--- src/rtl/spi_target.sv ---
// spi_target: SPI mode-0 target, all pins oversampled in the clk domain.
// Received bytes feed a show-ahead RX FIFO; one holding register feeds TX.
module spi_target #(
    parameter int         RX_DEPTH  = 4,
    parameter logic [7:0] IDLE_BYTE = 8'hFF
) (
    input  logic       clk,
    input  logic       rst_n,
    input  logic       sclk,
    input  logic       ssn,
    input  logic       mosi,
    output logic       miso,
    input  logic [7:0] tx_data,
    input  logic       tx_load,
    output logic       tx_ready,
    output logic [7:0] rx_data,
    output logic       rx_valid,
    input  logic       rx_pop,
    output logic       rx_overrun,
    input  logic       rx_ovr_clr,
    output logic       busy
);

    localparam int          AW       = $clog2(RX_DEPTH);
    localparam logic [AW:0] CNT_FULL = (AW+1)'(RX_DEPTH);
    localparam logic [AW:0] CNT_ONE  = (AW+1)'(1);
    localparam logic [AW-1:0] PTR_ONE = AW'(1);

    logic [2:0] sclk_sr;
    logic [2:0] ssn_sr;
    logic [1:0] mosi_sr;

    logic sclk_s;
    logic sclk_h;
    logic ssn_s;
    logic ssn_h;
    logic mosi_s;

    logic sel;
    logic sclk_rise;
    logic sclk_fall;
    logic ssn_fall;
    logic ssn_rise;
    logic rx_ev;
    logic tx_ev;
    logic byte_done;
    logic reload;
    logic shift_only;

    logic [2:0] bit_cnt;
    logic [6:0] rx_shift;
    logic [7:0] rx_byte;
    logic [7:0] tx_shift;
    logic [7:0] tx_hold;
    logic       tx_full;

    logic [7:0]    mem [RX_DEPTH];
    logic [AW-1:0] wr_ptr;
    logic [AW-1:0] rd_ptr;
    logic [AW:0]   count;
    logic          fifo_full;
    logic          do_pop;
    logic          do_push;
    logic          drop;

    // Two sync flops per pin plus a history flop on sclk and ssn.
    always_ff @(posedge clk or negedge rst_n) begin
        if (!rst_n) begin
            sclk_sr <= 3'b000;
            ssn_sr  <= 3'b111;
            mosi_sr <= 2'b00;
        end else begin
            sclk_sr <= {sclk_sr[1:0], sclk};
            ssn_sr  <= {ssn_sr[1:0], ssn};
            mosi_sr <= {mosi_sr[0], mosi};
        end
    end

    assign sclk_s = sclk_sr[1];
    assign sclk_h = sclk_sr[2];
    assign ssn_s  = ssn_sr[1];
    assign ssn_h  = ssn_sr[2];
    assign mosi_s = mosi_sr[1];

    assign sel        = ~ssn_s;
    assign sclk_rise  = sclk_s & ~sclk_h;
    assign sclk_fall  = ~sclk_s & sclk_h;
    assign ssn_fall   = ~ssn_s & ssn_h;
    assign ssn_rise   = ssn_s & ~ssn_h;
    assign rx_ev      = sel & sclk_rise;
    assign tx_ev      = sel & sclk_fall;
    assign byte_done  = rx_ev & (bit_cnt == 3'd7);
    assign reload     = ssn_fall | (tx_ev & (bit_cnt == 3'd0));
    assign shift_only = tx_ev & ~ssn_fall & (bit_cnt != 3'd0);
    assign rx_byte    = {rx_shift, mosi_s};

    // Bit counter: cleared at select edges, wraps 7->0 on each full byte.
    always_ff @(posedge clk or negedge rst_n) begin
        if (!rst_n) begin
            bit_cnt <= 3'd0;
        end else if (ssn_fall || ssn_rise) begin
            bit_cnt <= 3'd0;
        end else if (rx_ev) begin
            bit_cnt <= bit_cnt + 3'd1;
        end
    end

    // Receive shifter; the eighth bit goes straight to the FIFO.
    always_ff @(posedge clk or negedge rst_n) begin
        if (!rst_n) begin
            rx_shift <= 7'd0;
        end else if (rx_ev) begin
            rx_shift <= {rx_shift[5:0], mosi_s};
        end
    end

    // Transmit shifter: reload at byte boundaries, else shift MSB-first.
    always_ff @(posedge clk or negedge rst_n) begin
        if (!rst_n) begin
            tx_shift <= IDLE_BYTE;
        end else if (reload) begin
            tx_shift <= tx_full ? tx_hold : IDLE_BYTE;
        end else if (shift_only) begin
            tx_shift <= {tx_shift[6:0], 1'b0};
        end
    end

    // Holding register; a reload drains it before a new load can land.
    always_ff @(posedge clk or negedge rst_n) begin
        if (!rst_n) begin
            tx_hold <= 8'h00;
            tx_full <= 1'b0;
        end else begin
            if (tx_load && !tx_full) begin
                tx_hold <= tx_data;
            end
            if (reload && tx_full) begin
                tx_full <= 1'b0;
            end else if (tx_load && !tx_full) begin
                tx_full <= 1'b1;
            end
        end
    end

    assign fifo_full = (count == CNT_FULL);
    assign do_pop    = rx_pop & (count != '0);
    assign do_push   = byte_done & (~fifo_full | do_pop);
    assign drop      = byte_done & fifo_full & ~do_pop;

    // RX FIFO storage and pointers; a pop frees room for a same-cycle push.
    always_ff @(posedge clk or negedge rst_n) begin
        if (!rst_n) begin
            for (int i = 0; i < RX_DEPTH; i++) begin
                mem[i] <= 8'h00;
            end
            wr_ptr <= '0;
            rd_ptr <= '0;
            count  <= '0;
        end else begin
            if (do_push) begin
                mem[wr_ptr] <= rx_byte;
                wr_ptr      <= wr_ptr + PTR_ONE;
            end
            if (do_pop) begin
                rd_ptr <= rd_ptr + PTR_ONE;
            end
            if (do_push && !do_pop) begin
                count <= count + CNT_ONE;
            end else if (do_pop && !do_push) begin
                count <= count - CNT_ONE;
            end
        end
    end

    // Sticky overrun; a drop in the clear cycle keeps it set.
    always_ff @(posedge clk or negedge rst_n) begin
        if (!rst_n) begin
            rx_overrun <= 1'b0;
        end else if (drop) begin
            rx_overrun <= 1'b1;
        end else if (rx_ovr_clr) begin
            rx_overrun <= 1'b0;
        end
    end

    assign rx_data  = mem[rd_ptr];
    assign rx_valid = (count != '0);
    assign tx_ready = ~tx_full;
    assign busy     = sel;
    assign miso     = sel & tx_shift[7];

endmodule
--- config.mk ---
export PLATFORM = sky130hd
export DESIGN_NAME = spi_target
export DESIGN_NICKNAME = d
export VERILOG_FILES = /design/src/rtl/spi_target.sv
export SDC_FILE = /design/constraint.sdc
export NUM_CORES = 1
export LEC_CHECK = 0
export CORE_MARGIN = 4
export CORE_UTILIZATION = 40
export CTS_BUF_LIST = sky130_fd_sc_hd__clkbuf_8
export DETAILED_ROUTE_END_ITERATION = 12
export PLACE_DENSITY_LB_ADDON = 0.08
export SKIP_CTS_REPAIR_TIMING = 1
export SLEW_MARGIN = 30
export SYNTH_ARGS = -nofsm -noshare
export SYNTH_HDL_FRONTEND = slang
export SYNTH_SLANG_ARGS = --single-unit
--- constraint.sdc ---
create_clock -name clk -period 2.33 [get_ports clk]
set_input_delay 0.3495 -clock clk [delete_from_list [all_inputs] [get_ports clk]]
set_output_delay 0.3495 -clock clk [all_outputs]
set_load 0.01 [all_outputs]
==> impl_metrics.yaml, run 1 <==
timing:
  relSlewSlack_pct: 63.2
  fmax_mhz: 452
  hold_viol: 0
  final-setup-viol-count: 0
  skew_ns: 0.0113
  rsz0062_at_grt: "false"
  worst_slew_pin_slew_ns: 0.550
  drv_slew: 0
  min_period_ns: 2.21
  hold_ws_ns: 0.351
  finalCritPeriodShare_pct: 95.0
setup_path:
  critical_path_class: "reg -> out"
  regToRegStartpoint: "count[0]$_DFFE_PN0P_"
  cp_max_fo: 10
  cp.arrival_ns: 1.86
  reg2reg_slack_ns: 0.14
  reg2reg_to: "count[1]$_DFFE_PN0P_"
  start_kind: "flop"
  cp-end-kind: "primary output"
  cp.required_ns: 1.98
  rr_worst_depth: 7
place:
  numPortBuffers: 28
  dpl.hpwl_mm: 3.79
  dpl.cell_count: 355
  gp_congestion: 0.707
clocking:
  cts_tree: "done"
  cts_made_buffers: 9
  clk_latency_ns: 0.34
  cts_buffer_depth: 2
  root_buffer: "clkbuf_8"
  h-tree-depth: 3
  clk_pin_slew_ns: 0.08
  clock-sinks: 75
logic_synthesis:
  synth-simple-area-share_pct: 8.05
  ys.warnings.count: 0
  ys_seq_area_share_pct: 57.1
  syn_nets: 253
  synthFlopType: "dfrtp_1"
  synthDistinctLibCells: 34
  synth_area_sq_mm: 0.00331
  syn_inst: 227
  ys_ff_latch: 75
  synth-compound-area-share_pct: 3.40
  synthAdderAreaFrac_pct: 4.00
  synth_top_family_by_area: "multiplexers"
  synth-edff-count: 0
  async_flop_share_pct: 100
  avgSynthCellArea_sq_um: 14.6
  synthXorXnorAreaFrac_pct: 1.85
  synth.area.mux_share_pct: 22.7
global_route:
  grt_overflow: 0
  grt_max_degree: 42
  grt_usage_pct: 13.1
  antenna_found_initial: 0
  grt_pass1_wl_mm: 10.1
  grt_pass1_vias: 1978
layout:
  fillerInstances: 709
  final_layout_size_suffix_gt1_share_pct: 36.3
  mostFrequentLayoutCells: "dfrtp_1, mux2_2, clkdlybuf4s50_1, inv_1, dfstp_2"
  final_common_cell: "dfrtp_1"
  diodes: 0
  instances_no_fill: 372
  area_growth_pct: 21.2
  fin_nets: 291
  utilization_pct: 50.9
outcome:
  status: "complete, no violations"
job:
  cap_violations: 0
route:
  drc: 0
  routed_wl_mm: 5.71
  wl_per_cell_microns: 15.3
  first_pass_iters: 4
  viasPerCell: 5.10
  antenna_left: 0
  drt_iter0_drc: 53
  vias: 1898
hold_path:
  hold_depth: 0
  hold_path_class: "reg -> reg"
  hold_start: "sclk_sr[0]$_DFF_PN0_"
  whs_endpoint: "sclk_sr[1]$_DFF_PN0_"
floorplanning:
  initial_core_util_pct: 42.0
  fp.dieArea_sq_mm: 0.00980
  fp.dieW_microns: 99.0
  io_pins: 29
  die_h_microns: 99.0
  rows: 32
  core_area_sq_mm: 0.00789
pwr:
  powerDensity_mw_per_mm2: 776
  leakage_nw: 1.83
  peakVddDrop_v: 0.000387
through the flow:
stage	setup WS [ns]	setup TNS, ns	area (sq um)	total power, mW
5_1_grt	0.00211	0	4010	3.29
3_3_place_gp	-0.131	-0.131	3750	1.98
4_1_cts	0.00308	0	3980	3.16
6_report	0.116	0	4010	3.11
3_5_place_dp	-0.199	-0.260	3750	1.98
2_1_floorplan	0.00608	0	3310	1.83
power breakdown:
part	leakage [nW]	total (mW)	switching [mW]	internal [mW]
combinational	0.736	0.335	0.143	0.192
clock	0.127	1.16	0.461	0.702
sequential	0.964	1.61	0.127	1.49
metal layers:
metal  up-vias  global-route usage (%)  wire length, microns
li1        898                       -                     -
met5         -                       0                     0
met3         6                    5.02                   257
met1       962                    17.2                  2660
met2        32                    20.4                  2720
met4         0                    3.78                    69
registers in the layout, indices dropped and copies added, names as in the netlist:
name / flops
bit_cnt: 3
count: 3
mem: 32
mosi_sr: 2
rd_ptr: 2
rx_overrun: 1
rx_shift: 7
sclk_sr: 3
ssn_sr: 3
tx_full: 1
tx_hold: 8
tx_shift: 8
wr_ptr: 2
Yosys cell counts (3+ instances only):
cell type / instances / area [sq um]
dfstp_2: 11 / 289
o22ai_1: 9 / 56.3
mux2_1: 3 / 33.8
dfrtp_1: 64 / 1600
nor2b_1: 5 / 31.3
inv_1: 10 / 37.5
mux4_2: 8 / 180
nor3_1: 7 / 35.0
xnor2_1: 5 / 43.8
mux2_2: 46 / 518
nand3_1: 9 / 45.0
nand4_4: 4 / 85.1
clkbuf_1: 5 / 18.8
a31oi_1: 7 / 43.8
ha_1: 9 / 113
kinds of logic after synthesis:
kind of cell    count (synthesis)
compound gates                 18
xor+xnor                        7
fa+ha+maj                      10
buf+inv                        22
flops                          75
mux                            59
simple gates                   36
worst max-delay path by stage:
stage	start	end	slack [ns]	depth (start not counted)
floorplan	count[0]$_DFFE_PN0P_	count[1]$_DFFE_PN0P_	0.006	8
global placement	rx_pop	count[1]$_DFFE_PN0P_	-0.13	8
detailed placement	rx_pop	count[1]$_DFFE_PN0P_	-0.20	8
CTS	rd_ptr[0]$_DFFE_PN0N_	rx_data[2]	0.003	3
global route	rd_ptr[0]$_DFFE_PN0N_	rx_data[5]	0.002	3
finish	rd_ptr[0]$_DFFE_PN0N_	rx_data[5]	0.12	3
critical path: stages (launching register included):
cell,delay [ns]
dfrtp_1,0.36
buf_8,0.17
mux4_2,0.51
clkdlybuf4s50_1,0.49
area by class of cell:
type | count | area [sq um] | share of cell area (%)
Sequential cell | 75 | 1890 | 47.1
Clock inverter | 7 | 110 | 2.74
Inverter | 11 | 41.3 | 1.03
Timing Repair Buffer | 38 | 380 | 9.48
Tap cell | 102 | 128 | 3.18
Multi-Input combinational cell | 130 | 1340 | 33.4
Clock buffer | 9 | 124 | 3.09
(Power assumes the default switching activity.)
==> inputs of run 2 (changes only) <==
--- a/config.mk
+++ b/config.mk
@@ -7,8 +7,9 @@
 export LEC_CHECK = 0
 export CORE_MARGIN = 4
 export CORE_UTILIZATION = 40
-export CTS_BUF_LIST = sky130_fd_sc_hd__clkbuf_8
+export CTS_BUF_LIST = sky130_fd_sc_hd__clkbuf_2 sky130_fd_sc_hd__clkbuf_4 sky130_fd_sc_hd__clkbuf_8
 export DETAILED_ROUTE_END_ITERATION = 12
+export HOLD_SLACK_MARGIN = 0.02
 export PLACE_DENSITY_LB_ADDON = 0.08
 export SKIP_CTS_REPAIR_TIMING = 1
 export SLEW_MARGIN = 30
==> run 2 against run 1 <==
  * Die area is the same
  * Core utilization grew 0.14 points
  * Total power grew 1.5%
  * Via count grew 0.11%
  * Final cell count is the same
  * Sequential power is essentially flat
  * Largest power group unchanged
  * Global-route usage is the same
  * Maximum frequency is the same
==> impl_metrics.yaml, run 2 (synthesis results as in run 1) <==
place:
  gp_congestion: 0.707
  place_ws_ns: -0.199
  dpl.hpwl_mm: 3.79
  numPortBuffers: 28
route:
  antenna_left: 0
  drc: 0
  first_pass_iters: 4
  wl_per_cell_microns: 15.3
  vias: 1900
  drt_iter0_drc: 53
  routed_wl_mm: 5.70
  viasPerCell: 5.11
setup_path:
  rr_worst_depth: 7
  slowest_stage: "mux4_2"
  regToRegStartpoint: "count[0]$_DFFE_PN0P_"
  cp.required_ns: 1.98
  slowest_delay_ns: 0.51
  cp_max_fo: 10
  cp.arrival_ns: 1.86
  cp-end-kind: "primary output"
  reg2reg_slack_ns: 0.14
  path_cells: "buf_8, mux4_2, clkdlybuf4s50_1"
  critical_path_class: "reg -> out"
  start_kind: "flop"
  path_buf_inv: 2
  critPathTopFamily: "buffers and inverters"
  reg2reg_to: "count[1]$_DFFE_PN0P_"
layout:
  largest_register_ffs: 32
  utilization_pct: 51.0
  diodes: 0
  top_register: "mem"
  final_common_cell: "dfrtp_1"
  mostFrequentLayoutCells: "dfrtp_1, mux2_2, clkdlybuf4s50_1, dfstp_2, inv_1"
  top_regs: "mem: 32 flops, tx_hold: 8 flops, tx_shift: 8 flops"
  final_layout_size_suffix_gt1_share_pct: 37.4
  area_growth_pct: 21.5
  fin_nets: 291
pwr:
  peakVddDrop_v: 0.000388
  powerDensity_mw_per_mm2: 785
  leakage_nw: 1.83
clocking:
  clk_latency_ns: 0.34
  cts_made_buffers: 9
  cts_buffer_depth: 2
  cts_tree: "done"
  clock-sinks: 75
  h-tree-depth: 3
  clk_pin_slew_ns: 0.08
  root_buffer: "clkbuf_8"
global_route:
  grt_pass1_wl_mm: 10.1
  grt_max_degree: 42
  grt_usage_pct: 13.1
  antenna_found_initial: 0
  grt_pass1_vias: 1978
  grt_overflow: 0
floorplanning:
  initial_core_util_pct: 42.0
  core_area_sq_mm: 0.00789
  io_pins: 29
  rows: 32
  fp.dieArea_sq_mm: 0.00980
  fp.dieW_microns: 99.0
  die_h_microns: 99.0
timing:
  relSlewSlack_pct: 63.2
  setup_tns_ns: 0
  hold_viol: 0
  setup_ws_ns: 0.116
  rsz0062_at_grt: "false"
  min_period_ns: 2.21
  drv_slew: 0
  finalCritPeriodShare_pct: 95.0
  skew_ns: 0.0111
  final-setup-viol-count: 0
  fmax_mhz: 452
  worst_slew_pin_slew_ns: 0.550
hold_path:
  hold_path_class: "reg -> reg"
  hold_depth: 0
  hold_start: "sclk_sr[0]$_DFF_PN0_"
  whs_endpoint: "sclk_sr[1]$_DFF_PN0_"
outcome:
  status: "complete, no violations"
job:
  cap_violations: 0
## run 2: changes by cell type in the layout (fill, tap and decap cells not counted), sizes merged
cell    delta
clkbuf     +3
inv        -3
## run 2: final cells by class
type,instances,area [sq um]
multi-input combinational,130,1340
timing repair buffer,38,380
tap,102,128
fill,706,3860
clock buffer,12,146
sequential,75,1890
inverter,11,41.3
clock inverter,4,98.8
## run 2: layer usage
metal  routed length (microns)  share of wire, %  global-route usage [%]
met1                      2660                47                    17.2
met4                        69               1.2                    3.78
met3                       257               4.5                    5.02
met2                      2720                48                    20.4
met5                         0                 0                       0
## run 2: stage by stage
stage	hold slack [ns]	power [mW]	instance area (sq um)	cells
final	0.351	3.16	4030	372
after global routing	0.362	3.34	4030	372
after CTS	-0.0405	3.21	3990	371
after detailed placement	0.336	1.98	3750	355
after global placement	0.336	1.98	3750	355
after floorplan	0.0539	1.83	3310	227
## run 2: worst max-delay path by stage
stage / slack, ns / from / endpoint / cells past startpoint
after floorplan: 0.006 / count[0]$_DFFE_PN0P_ / count[1]$_DFFE_PN0P_ / 8
after global placement: -0.13 / rx_pop / count[1]$_DFFE_PN0P_ / 8
after detailed placement: -0.20 / rx_pop / count[1]$_DFFE_PN0P_ / 8
after CTS: 0.003 / rd_ptr[0]$_DFFE_PN0N_ / rx_data[2] / 3
after global routing: 0.002 / rd_ptr[0]$_DFFE_PN0N_ / rx_data[5] / 3
final: 0.12 / rd_ptr[0]$_DFFE_PN0N_ / rx_data[5] / 3
## run 2: power by group
group / leakage (nW) / switching, mW / internal, mW
sequential: 0.964 / 0.127 / 1.49
clock: 0.125 / 0.460 / 0.750
combinational: 0.736 / 0.143 / 0.192
total: 1.83 / 0.730 / 2.43
